## src/rtl/seq_counter.sv

```systemverilog
// Parametrised sequence counter: binary index with up/down stepping, synchronous
// load, and binary or Gray presentation selected by a registered mode.
module seq_counter #(
  parameter int WIDTH   = 4,
  parameter int MODULUS = 16
) (
  input  logic             clk,
  input  logic             rst,
  input  logic             en,
  input  logic [1:0]       mode,
  input  logic             load,
  input  logic [WIDTH-1:0] load_val,
  output logic [WIDTH-1:0] q,
  output logic             tc,
  output logic             wrap,
  output logic             load_err
);

  // Compares are made one bit wider so MODULUS = 2^WIDTH is representable.
  localparam logic [WIDTH:0]   MOD_EXT = (WIDTH+1)'(MODULUS);
  localparam logic [WIDTH:0]   MAX_EXT = (WIDTH+1)'(MODULUS - 1);
  localparam logic [WIDTH-1:0] MAX_IDX = MAX_EXT[WIDTH-1:0];

  logic [WIDTH-1:0] r_idx;
  logic [1:0]       r_mode;
  logic             r_wrap;
  logic             r_load_err;

  logic [WIDTH:0]   w_idx_ext;
  logic [WIDTH:0]   w_load_ext;
  logic             w_load_ok;
  logic             w_at_max;
  logic             w_at_zero;
  logic [WIDTH-1:0] w_idx_up;
  logic [WIDTH-1:0] w_idx_down;
  logic [WIDTH-1:0] w_gray;

  assign w_idx_ext  = {1'b0, r_idx};
  assign w_load_ext = {1'b0, load_val};
  assign w_load_ok  = (w_load_ext < MOD_EXT);
  assign w_at_max   = (w_idx_ext == MAX_EXT);
  assign w_at_zero  = (r_idx == '0);

  assign w_idx_up   = w_at_max  ? '0      : r_idx + WIDTH'(1);
  assign w_idx_down = w_at_zero ? MAX_IDX : r_idx - WIDTH'(1);

  genvar gi;
  generate
    for (gi = 0; gi < WIDTH - 1; gi++) begin : g_gray
      assign w_gray[gi] = r_idx[gi] ^ r_idx[gi+1];
    end
  endgenerate
  assign w_gray[WIDTH-1] = r_idx[WIDTH-1];

  always_ff @(posedge clk) begin
    if (rst) begin
      r_idx      <= '0;
      r_mode     <= 2'b00;
      r_wrap     <= 1'b0;
      r_load_err <= 1'b0;
    end else begin
      r_mode <= mode;
      if (load) begin
        r_idx      <= w_load_ok ? load_val : '0;
        r_load_err <= ~w_load_ok;
        r_wrap     <= 1'b0;
      end else if (en) begin
        // Direction comes from the live mode input so a reversal acts this edge.
        if (mode[0]) begin
          r_idx  <= w_idx_down;
          r_wrap <= w_at_zero;
        end else begin
          r_idx  <= w_idx_up;
          r_wrap <= w_at_max;
        end
        r_load_err <= 1'b0;
      end else begin
        r_wrap     <= 1'b0;
        r_load_err <= 1'b0;
      end
    end
  end

  assign q        = r_mode[1] ? w_gray : r_idx;
  assign tc       = en & ((~r_mode[0] & w_at_max) | (r_mode[0] & w_at_zero));
  assign wrap     = r_wrap;
  assign load_err = r_load_err;

endmodule

```

## config.mk

```make
export PLATFORM = sky130hd
export DESIGN_NAME = seq_counter
export DESIGN_NICKNAME = d
export VERILOG_FILES = /design/src/rtl/seq_counter.sv
export SDC_FILE = /design/constraint.sdc
export NUM_CORES = 1
export LEC_CHECK = 0
export ABC_AREA = 1
export BUFFER_PORTS_ARGS = -buffer_cell sky130_fd_sc_hd__buf_2
export CAP_MARGIN = 20
export CELL_PAD_IN_SITES_DETAIL_PLACEMENT = 1
export CELL_PAD_IN_SITES_GLOBAL_PLACEMENT = 1
export CORE_AREA = 2 2 43 45
export DETAILED_ROUTE_END_ITERATION = 7
export DIE_AREA = 0 0 45 47
export GPL_TIMING_DRIVEN = 0
export PLACE_DENSITY_LB_ADDON = 0.1
export SLEW_MARGIN = 20
export SYNTH_ARGS = -nofsm -noshare
export SYNTH_HDL_FRONTEND = slang
export SYNTH_SLANG_ARGS = --single-unit
export TNS_END_PERCENT = 20
```

## constraint.sdc

```tcl
create_clock -name clk -period 2 [get_ports clk]
set_input_delay 0.3 -clock clk [delete_from_list [all_inputs] [get_ports clk]]
set_output_delay 0.3 -clock clk [all_outputs]
set_load 0.05 [all_outputs]
```

==> results of run 1 <==
synthesized netlist by cell type:
cell	number	area (um2)
nand2_1	21	78.83
inv_1	10	37.54
dfxtp_1	7	140.1
ha_1	7	87.58
nor2_1	6	22.52
nand3_1	4	20.02
o21ai_0	4	20.02
a21oi_1	3	15.01
nand2_2	3	18.77
nand3_2	3	30.03
a31oi_1	2	12.51
buf_4	2	15.01
inv_2	2	7.510
o211ai_1	2	15.01
a21oi_2	1	8.760
conb_1	1	3.750
nand3b_1	1	7.510
nor2_4	1	11.26
o21ai_1	1	5.000
o21bai_1	1	7.510
xnor2_1	1	8.760
power by group through the flow:
stage	registers [mW]	logic (mW)	clock network (mW)
4_1_cts	0.164	0.153	0.134
3_5_place_dp	0.167	0.153	0
6_report	0.164	0.152	0.130
2_1_floorplan	0.163	0.112	0
3_3_place_gp	0.166	0.148	0
5_1_grt	0.166	0.172	0.150
worst reg2reg max path, delay by kind of cell, from the launching register on:
family,cells,cell delay (ns)
DFF,1,0.46
buffers and inverters,2,0.20
adders and majority gates,1,0.24
and+or+nand+nor,1,0.16
AOI/OAI and AO/OA,3,0.24
how the worst max path moves through the flow:
stage,start,to,cells after the start
finish,r_idx[2],q[2],5
detailed placement,r_idx[0],tc,6
floorplan,r_idx[2],q[2],2
global placement,r_idx[0],tc,6
global route,r_idx[3],tc,6
CTS,r_idx[0],tc,6
cells in the final DEF (no fill, tap or decap), types with 3 or more instances in the layout:
cell      instances
nor2_1            6
nand2_2           3
inv_1            10
clkbuf_4          4
ha_1              7
dfxtp_1           6
nand2_1          21
o21ai_0           4
nand3_2           3
a21oi_1           3
buf_2            14
nand3_1           4
registers in the layout, summed over array words and instances (netlist names):
| name | count |
|---|---|
| r_mode | 2 |
| r_idx | 4 |
| wrap | 1 |
through the flow:
| stage | power, mW | setup WS [ns] |
|---|---|---|
| after global placement | 0.3148 | 0.3853 |
| after global routing | 0.4880 | 0.006669 |
| after CTS | 0.4507 | 0.08096 |
| after floorplan | 0.2751 | 0.08101 |
| final | 0.4465 | 0.1529 |
| after detailed placement | 0.3193 | 0.3666 |
cell families after synthesis:
family | after synthesis | share of synthesized area [%]
buffers and inverters | 14 | 10.48
AO/OA/AOI/OAI | 14 | 14.63
AND/OR/NAND/NOR | 39 | 32.97
other | 1 | 0.6544
adder cells (fa/ha/maj) | 7 | 15.28
flip-flops | 7 | 24.45
XOR/XNOR | 1 | 1.529
per-layer routing:
| metal | up-vias | part of all wire [%] | track usage, % |
|---|---|---|---|
| met5 | - | 0 | 0 |
| met4 | 0 | 0.78 | 3.529 |
| met3 | 3 | 5.8 | 6.923 |
| met2 | 13 | 47 | 28.57 |
| met1 | 289 | 46 | 20.05 |
| li1 | 299 | - | - |
area by class of cell:
class | instances | area, um2
Buffer | 2 | 15.01
Clock buffer | 4 | 26.28
Fill cell | 245 | 952.2
Inverter | 12 | 45.04
Multi-Input combinational cell | 62 | 372.9
Sequential cell | 7 | 141.4
Tap cell | 17 | 21.27
Timing Repair Buffer | 15 | 77.57
==> flow_summary.ini, run 1 <==
[worst_setup_path]
end_kind = primary output
path_buf_inv = 2
critPathMaxStageDelay_ns = 0.46
cp_slowest_cell = dfxtp_1
cp-start-kind = flip-flop
rr_startpoint = r_idx[2]
reg2reg_depth = 7
cp_top_family = flip-flops
crit_arrival_ns = 1.55
crit_type = reg2out
r2r_end = r_idx[2]
cp_max_fo = 7
reg2reg_slack_ns = 0.59
crit_chain = inv_1 > ha_1 > nand2_1 > o21ai_0 > buf_2
cp_data_required_time_ns = 1.70

[clock_tree]
root_buffer = clkbuf_4
clock-sinks = 7
postCtsSetupBuffers = 0
clk_latency_ns = 0.26
numCtsBuffers = 3
hold_buffers = 0
path_clk_slew_ns = 0.05
tritoncts = yes
h-tree-depth = 1
clock_path_buffers = 2
cts_resized = 0

[power]
power.density_nw_per_um2 = 638.4
leakagePower_nw = 0.3597
p_sw_uw = 168.4
irDropWorstVdd_mv = 0.3650
p_sw_share_pct = 37.72
p_int_uw = 278.1
seqPwrFrac_pct = 36.8
clockPowerShare_pct = 29.2
power_frac_comb_pct = 34.0

[logic_synthesis]
synth_cells = 83
ys_warn_count = 0
synth-seq-area-share_pct = 24.45
syn-num-nets = 100
synthesis.area_um2 = 573.1
ys_types = 21
ys_ff_latch = 7
avgSynthCellArea_um2 = 6.904

[global_route]
grt_pass1_vias = 589
track_usage_pct = 16.83
grt_max_degree = 8
grt.overflow.total = 0
grt_antenna_before_repair = 0
grt_pass1_wl_um = 2532

[route]
drc = 0
wire_per_inst_um = 11.82
via_per_inst = 5.076
vias = 604
ant_nets = 0
drt_iter0_markers = 2
drt_wl_total_um = 1407
dr.pass1.iters = 4

[final_layout]
drive_gt1_share_pct = 30.39
syn_to_final_growth_pct = 22.05
finalNonFillerCells = 119
diodes = 0
fin_util_pct = 42.35
fin_area_um2 = 699.4
final_nets = 120

[timing]
finalSetupViolCount = 0
whs_ns = 0.2482
period_needed_ns = 1.847
finalHoldViolCount = 0
post-route-period-util_pct = 92.35
clock_skew_ns = 0.004129
fmax_mhz = 541.4
grt_setup_unrepaired = false
report.final.slew_viol_count = 0
tns_ns = 0

[min_path]
hold_path.class = in2reg
min_from = mode[1]
min_to = r_mode[1]
holdPathStages = 3

[flow_run]
cap_violations = 0

[placement]
dpl_cell_area_um2 = 669.4
dp_cells = 115
gp_congestion = 0.7693
dp_hpwl_um = 1154
io_buffers = 15

[die]
rows = 15
ios = 17
core_um2 = 1652
die_w_um = 45
dieArea_um2 = 2115
die_h_um = 47
initial_utilization_pct = 34.70

[run_status]
status = completed
(Power assumes the default switching activity.)
==> run 2: changes to the inputs <==
CORE_AREA = 2 2 42 44   (was 2 2 43 45)
CTS_BUF_LIST = sky130_fd_sc_hd__clkbuf_2 sky130_fd_sc_hd__clkbuf_4 sky130_fd_sc_hd__clkbuf_8   (was unset)
DIE_AREA = 0 0 44 46   (was 0 0 45 47)
==> flow_summary.ini, run 2 (same netlist as run 1, synthesis figures left out) <==
[final_layout]
regMostFlops = r_idx
final_nets = 120
drive_gt1_share_pct = 31.37
layout_common_cells = nand2_1, buf_2, inv_1
syn_to_final_growth_pct = 22.27
largest_register_ffs = 4
diodes = 0
finalNonFillerCells = 119
final_common_cell = nand2_1

[worst_setup_path]
reg2reg_slack_ns = 0.61
cp-start-kind = flip-flop
crit_arrival_ns = 1.55
cp_data_required_time_ns = 1.70
cp_slowest_cell = dfxtp_1
critPathMaxStageDelay_ns = 0.46
worstSetupPathDepth = 5
end_kind = primary output
crit_chain = inv_1 > ha_1 > nand2_1 > o21ai_0 > buf_2
crit_type = reg2out
r2r_end = r_idx[2]
cp-endpoint = q[1]
reg2reg_depth = 7
path_buf_inv = 2
startpoint = r_idx[2]
cp_max_fo = 7
cp_top_family = flip-flops
rr_startpoint = r_idx[2]

[clock_tree]
clk_latency_ns = 0.25
postCtsSetupBuffers = 0
numCtsBuffers = 3
tritoncts = yes
hold_buffers = 0
clock-sinks = 7
cts_resized = 0
h-tree-depth = 1
clock_path_buffers = 2
path_clk_slew_ns = 0.05
root_buffer = clkbuf_4

[global_route]
grt_max_degree = 8
grt_pass1_vias = 537
track_usage_pct = 15.39
grt_pass1_wl_um = 2221
grt.overflow.total = 0
grt_antenna_before_repair = 0

[route]
wl_met3_um = 64
wire_per_inst_um = 11.50
drt_wl_total_um = 1368
drt_iter0_markers = 1
via_per_inst = 4.731
dr.pass1.iters = 3
wl_met2_um = 700
drc = 0
wl_met1_um = 603
ant_nets = 0
top_layer = met3
vias = 563

[run_status]
status = completed

[die]
ios = 17
dieArea_um2 = 2024
rows = 15
initial_utilization_pct = 35.50
core_um2 = 1614
die_h_um = 46
die_w_um = 44

[timing]
fmax_mhz = 539.4
clock_skew_ns = 0.002608
post-route-period-util_pct = 92.69
finalSetupViolCount = 0
grt_setup_unrepaired = false
report.final.slew_viol_count = 0
finalHoldViolCount = 0
tns_ns = 0
period_needed_ns = 1.854

[placement]
io_buffers = 15
gp_congestion = 0.6963
dp_cells = 115
dp_hpwl_um = 1109

[min_path]
hold_path.class = in2reg

[power]
leakagePower_nw = 0.3633
irDropWorstVdd_mv = 0.3189
power.density_nw_per_um2 = 650.7

[flow_run]
cap_violations = 0
-- run 2: cell types whose count changed in the layout (fill, tap and decap cells not counted) --
| cell | previous run | this run |
|---|---|---|
| buf_2 | 14 | 15 |
| clkbuf_1 | 1 | 0 |
-- run 2: through the flow --
step	hold WS (ns)	setup WS [ns]	util, %	power, mW	cell area (um2)
after floorplan	0.3624	0.08101	-	0.2751	573.1
after CTS	0.2411	0.09940	43.33	0.4735	699.4
after global routing	0.2545	0.03952	43.41	0.4921	700.7
after detailed placement	0.5204	0.3939	41.47	0.3181	669.4
final	0.2541	0.1461	43.41	0.4559	700.7
after global placement	0.5008	0.4190	41.47	0.3144	669.4
-- run 2: layout make-up --
cell class	count	area [um2]
buffer	2	15.01
clock buffer	4	30.03
fill	223	913.4
inverter	12	45.04
multi-input combinational	62	372.9
sequential	7	141.4
tap	17	21.27
timing repair buffer	15	75.07
-- run 2: worst min path at each step --
stage               slack (ns)  cells past startpoint         to     from
floorplan                 0.36                      1   r_idx[3]      rst
global placement          0.50                      3  r_mode[1]  mode[1]
detailed placement        0.52                      3  r_mode[1]  mode[1]
CTS                       0.24                      3  r_mode[1]  mode[1]
global route              0.25                      3  r_mode[1]  mode[1]
finish                    0.25                      3  r_mode[1]  mode[1]
-- run 2: routing by layer --
layer	vias up	global-route usage (%)
met4	0	5.455
met2	13	27.06
li1	300	-
met3	0	5.952
met1	250	16.78
met5	-	0
-- run 2: worst min-delay path, cell delays in order --
cell	delay [ns]
buf_2	0.07
inv_1	0.03
nor2_1	0.06
-- run 2: power breakdown --
part / switching [mW] / internal, mW
sequential: 0.0136 / 0.149
combinational: 0.0995 / 0.0514
clock: 0.0525 / 0.0897
total: 0.166 / 0.290
==> run 3: changes to the inputs <==
--- a/config.mk
+++ b/config.mk
@@ -7,3 +7,3 @@
 export LEC_CHECK = 0
-export ABC_AREA = 1
+export ABC_AREA = 0
 export BUFFER_PORTS_ARGS = -buffer_cell sky130_fd_sc_hd__buf_2
@@ -12,7 +12,6 @@
 export CELL_PAD_IN_SITES_GLOBAL_PLACEMENT = 1
-export CORE_AREA = 2 2 42 44
+export CORE_AREA = 2 2 41 43
 export CTS_BUF_LIST = sky130_fd_sc_hd__clkbuf_2 sky130_fd_sc_hd__clkbuf_4 sky130_fd_sc_hd__clkbuf_8
 export DETAILED_ROUTE_END_ITERATION = 7
-export DIE_AREA = 0 0 44 46
-export GPL_TIMING_DRIVEN = 0
+export DIE_AREA = 0 0 43 45
 export PLACE_DENSITY_LB_ADDON = 0.1
==> constraint.sdc (replaced) <==
create_clock -name clk -period 2 [get_ports clk]
set_input_delay 0.2 -clock clk [delete_from_list [all_inputs] [get_ports clk]]
set_output_delay 0.2 -clock clk [all_outputs]
set_load 0.05 [all_outputs]
==> flow_summary.ini, run 3 <==
[run_status]
status = completed

[die]
dieArea_um2 = 1935
ios = 17
die_h_um = 45
die_w_um = 43
initial_utilization_pct = 37.76
rows = 14
core_um2 = 1471

[clock_tree]
tritoncts = yes
root_buffer = clkbuf_4
hold_buffers = 0
postCtsSetupBuffers = 0
path_clk_slew_ns = 0.06
clock-sinks = 7
h-tree-depth = 1
cts_resized = 0
clock_path_buffers = 2
numCtsBuffers = 3
clk_latency_ns = 0.27

[logic_synthesis]
synth-main-ff-cell = dfxtp_1
synth_edf_count = 0
synth.area.top_cells = dfxtp_1, ha_1, a221oi_2, nand2_1, buf_4
synth_common_cells = dfxtp_1, ha_1, nand2_1
synth_cells = 69
ys_warn_count = 0
yosysTopAreaCellShare_pct = 25.23
synth-async-reset-ratio_pct = 0
yosysTopAreaCell = dfxtp_1
synth-seq-area-share_pct = 25.23
avgSynthCellArea_um2 = 8.051
synthesis.area_um2 = 555.5
ys_ff_latch = 7
ys_types = 26
syn-num-nets = 86

[timing]
post-route-period-util_pct = 87.59
grt_setup_unrepaired = false
finalHoldViolCount = 0
whs_ns = 0.1358
finalSetupViolCount = 0
period_needed_ns = 1.752
fmax_mhz = 570.8
tns_ns = 0
clock_skew_ns = 0.0004116
setup_ws_ns = 0.2482
report.final.slew_viol_count = 0

[final_layout]
largest_register_ffs = 4
fin_area_um2 = 655.6
final_nets = 103
diodes = 0
regMostFlops = r_idx
drive_gt1_share_pct = 27.06
fin_util_pct = 44.56
finalNonFillerCells = 101
final_common_cell = buf_2
layout_common_cells = buf_2, nand2_1, ha_1, dfxtp_1, nor2_1
syn_to_final_growth_pct = 18.02

[worst_setup_path]
cp_slowest_cell = dfxtp_1
rr_startpoint = r_idx[3]
cp_data_required_time_ns = 1.80
cp_max_fo = 6
crit_arrival_ns = 1.55
critPathMaxStageDelay_ns = 0.34
cp-start-kind = flip-flop
reg2reg_slack_ns = 0.40
r2r_end = r_idx[3]
crit_type = reg2out
end_kind = primary output
reg2reg_depth = 5
crit_chain = inv_1 > ha_1 > nand3_1 > o21ai_1 > and2_1 > buf_2

[placement]
gp_congestion = 0.7516
io_buffers = 15
dp_hpwl_um = 1013
dpl_cell_area_um2 = 628.1
dp_slack_ns = 0.4041
dp_cells = 97

[power]
irDropWorstVdd_mv = 0.4049
leakagePower_nw = 0.3092
p_sw_uw = 174.7
power_frac_comb_pct = 32.9
power.density_nw_per_um2 = 685.0
power_uw = 449.1
clockPowerShare_pct = 31.6
p_int_uw = 274.4
p_sw_share_pct = 38.89
seqPwrFrac_pct = 35.5

[global_route]
grt_antenna_before_repair = 0
track_usage_pct = 16.60
grt_pass1_vias = 520
grt_pass1_wl_um = 2263
grt_max_degree = 11
grt.overflow.total = 0

[route]
ant_nets = 0
drt_iter0_markers = 6
drc = 0
drt_wl_total_um = 1321
dr.pass1.iters = 4
vias = 526
wire_per_inst_um = 13.08
via_per_inst = 5.208

[min_path]
min_from = mode[1]
holdPathStages = 2
hold_path.class = in2reg
min_to = r_mode[1]

[flow_run]
cap_violations = 0
==> run 3: layer usage <==
metal	vias up	routed length, um	global-route usage (%)
li1	265	-	-
met1	241	590	18.67
met2	15	612	25.45
met3	5	84	8.000
met4	0	33	10.30
met5	-	0	0
==> run 3: worst max path at each step <==
stage | startpoint | to | slack [ns]
after floorplan | r_idx[0] | q[0] | 0.26
after global placement | r_idx[2] | r_idx[0] | 0.46
after detailed placement | r_idx[3] | r_idx[3] | 0.40
after CTS | r_idx[2] | tc | 0.24
after global routing | r_idx[2] | tc | 0.13
final | r_idx[2] | tc | 0.25
==> run 3: worst max-delay path: cells and delay by family, from the launching register on <==
kind,cells,cell delay (ns)
simple gates,2,0.20
fa+ha+maj,1,0.25
compound gates,1,0.07
flops,1,0.34
buf+inv,2,0.42
==> run 3: cell type report <==
| cell class | instances | area [um2] |
|---|---|---|
| multi-input cells | 54 | 374.1 |
| inverters | 5 | 18.77 |
| well taps | 16 | 20.02 |
| fillers | 208 | 815.8 |
| flip-flops and latches | 7 | 140.1 |
| repair buffers | 15 | 75.07 |
| clock inverters | 1 | 5.005 |
| clock buffers | 3 | 22.52 |
==> run 3: power groups by stage <==
| stage | Sequential, mW | Combinational (mW) | Clock (mW) |
|---|---|---|---|
| after detailed placement | 0.162 | 0.149 | 0 |
| after global routing | 0.161 | 0.164 | 0.157 |
| after floorplan | 0.161 | 0.115 | 0 |
| final | 0.159 | 0.148 | 0.142 |
| after CTS | 0.159 | 0.150 | 0.148 |
| after global placement | 0.162 | 0.149 | 0 |
==> run 3: cells by family after synthesis <==
kind of cell / synth area share (%)
flops: 25.22
compound gates: 22.07
fa+ha+maj: 15.77
simple gates: 24.10
xor+xnor: 4.731
buf+inv: 7.433
other cells: 0.6750
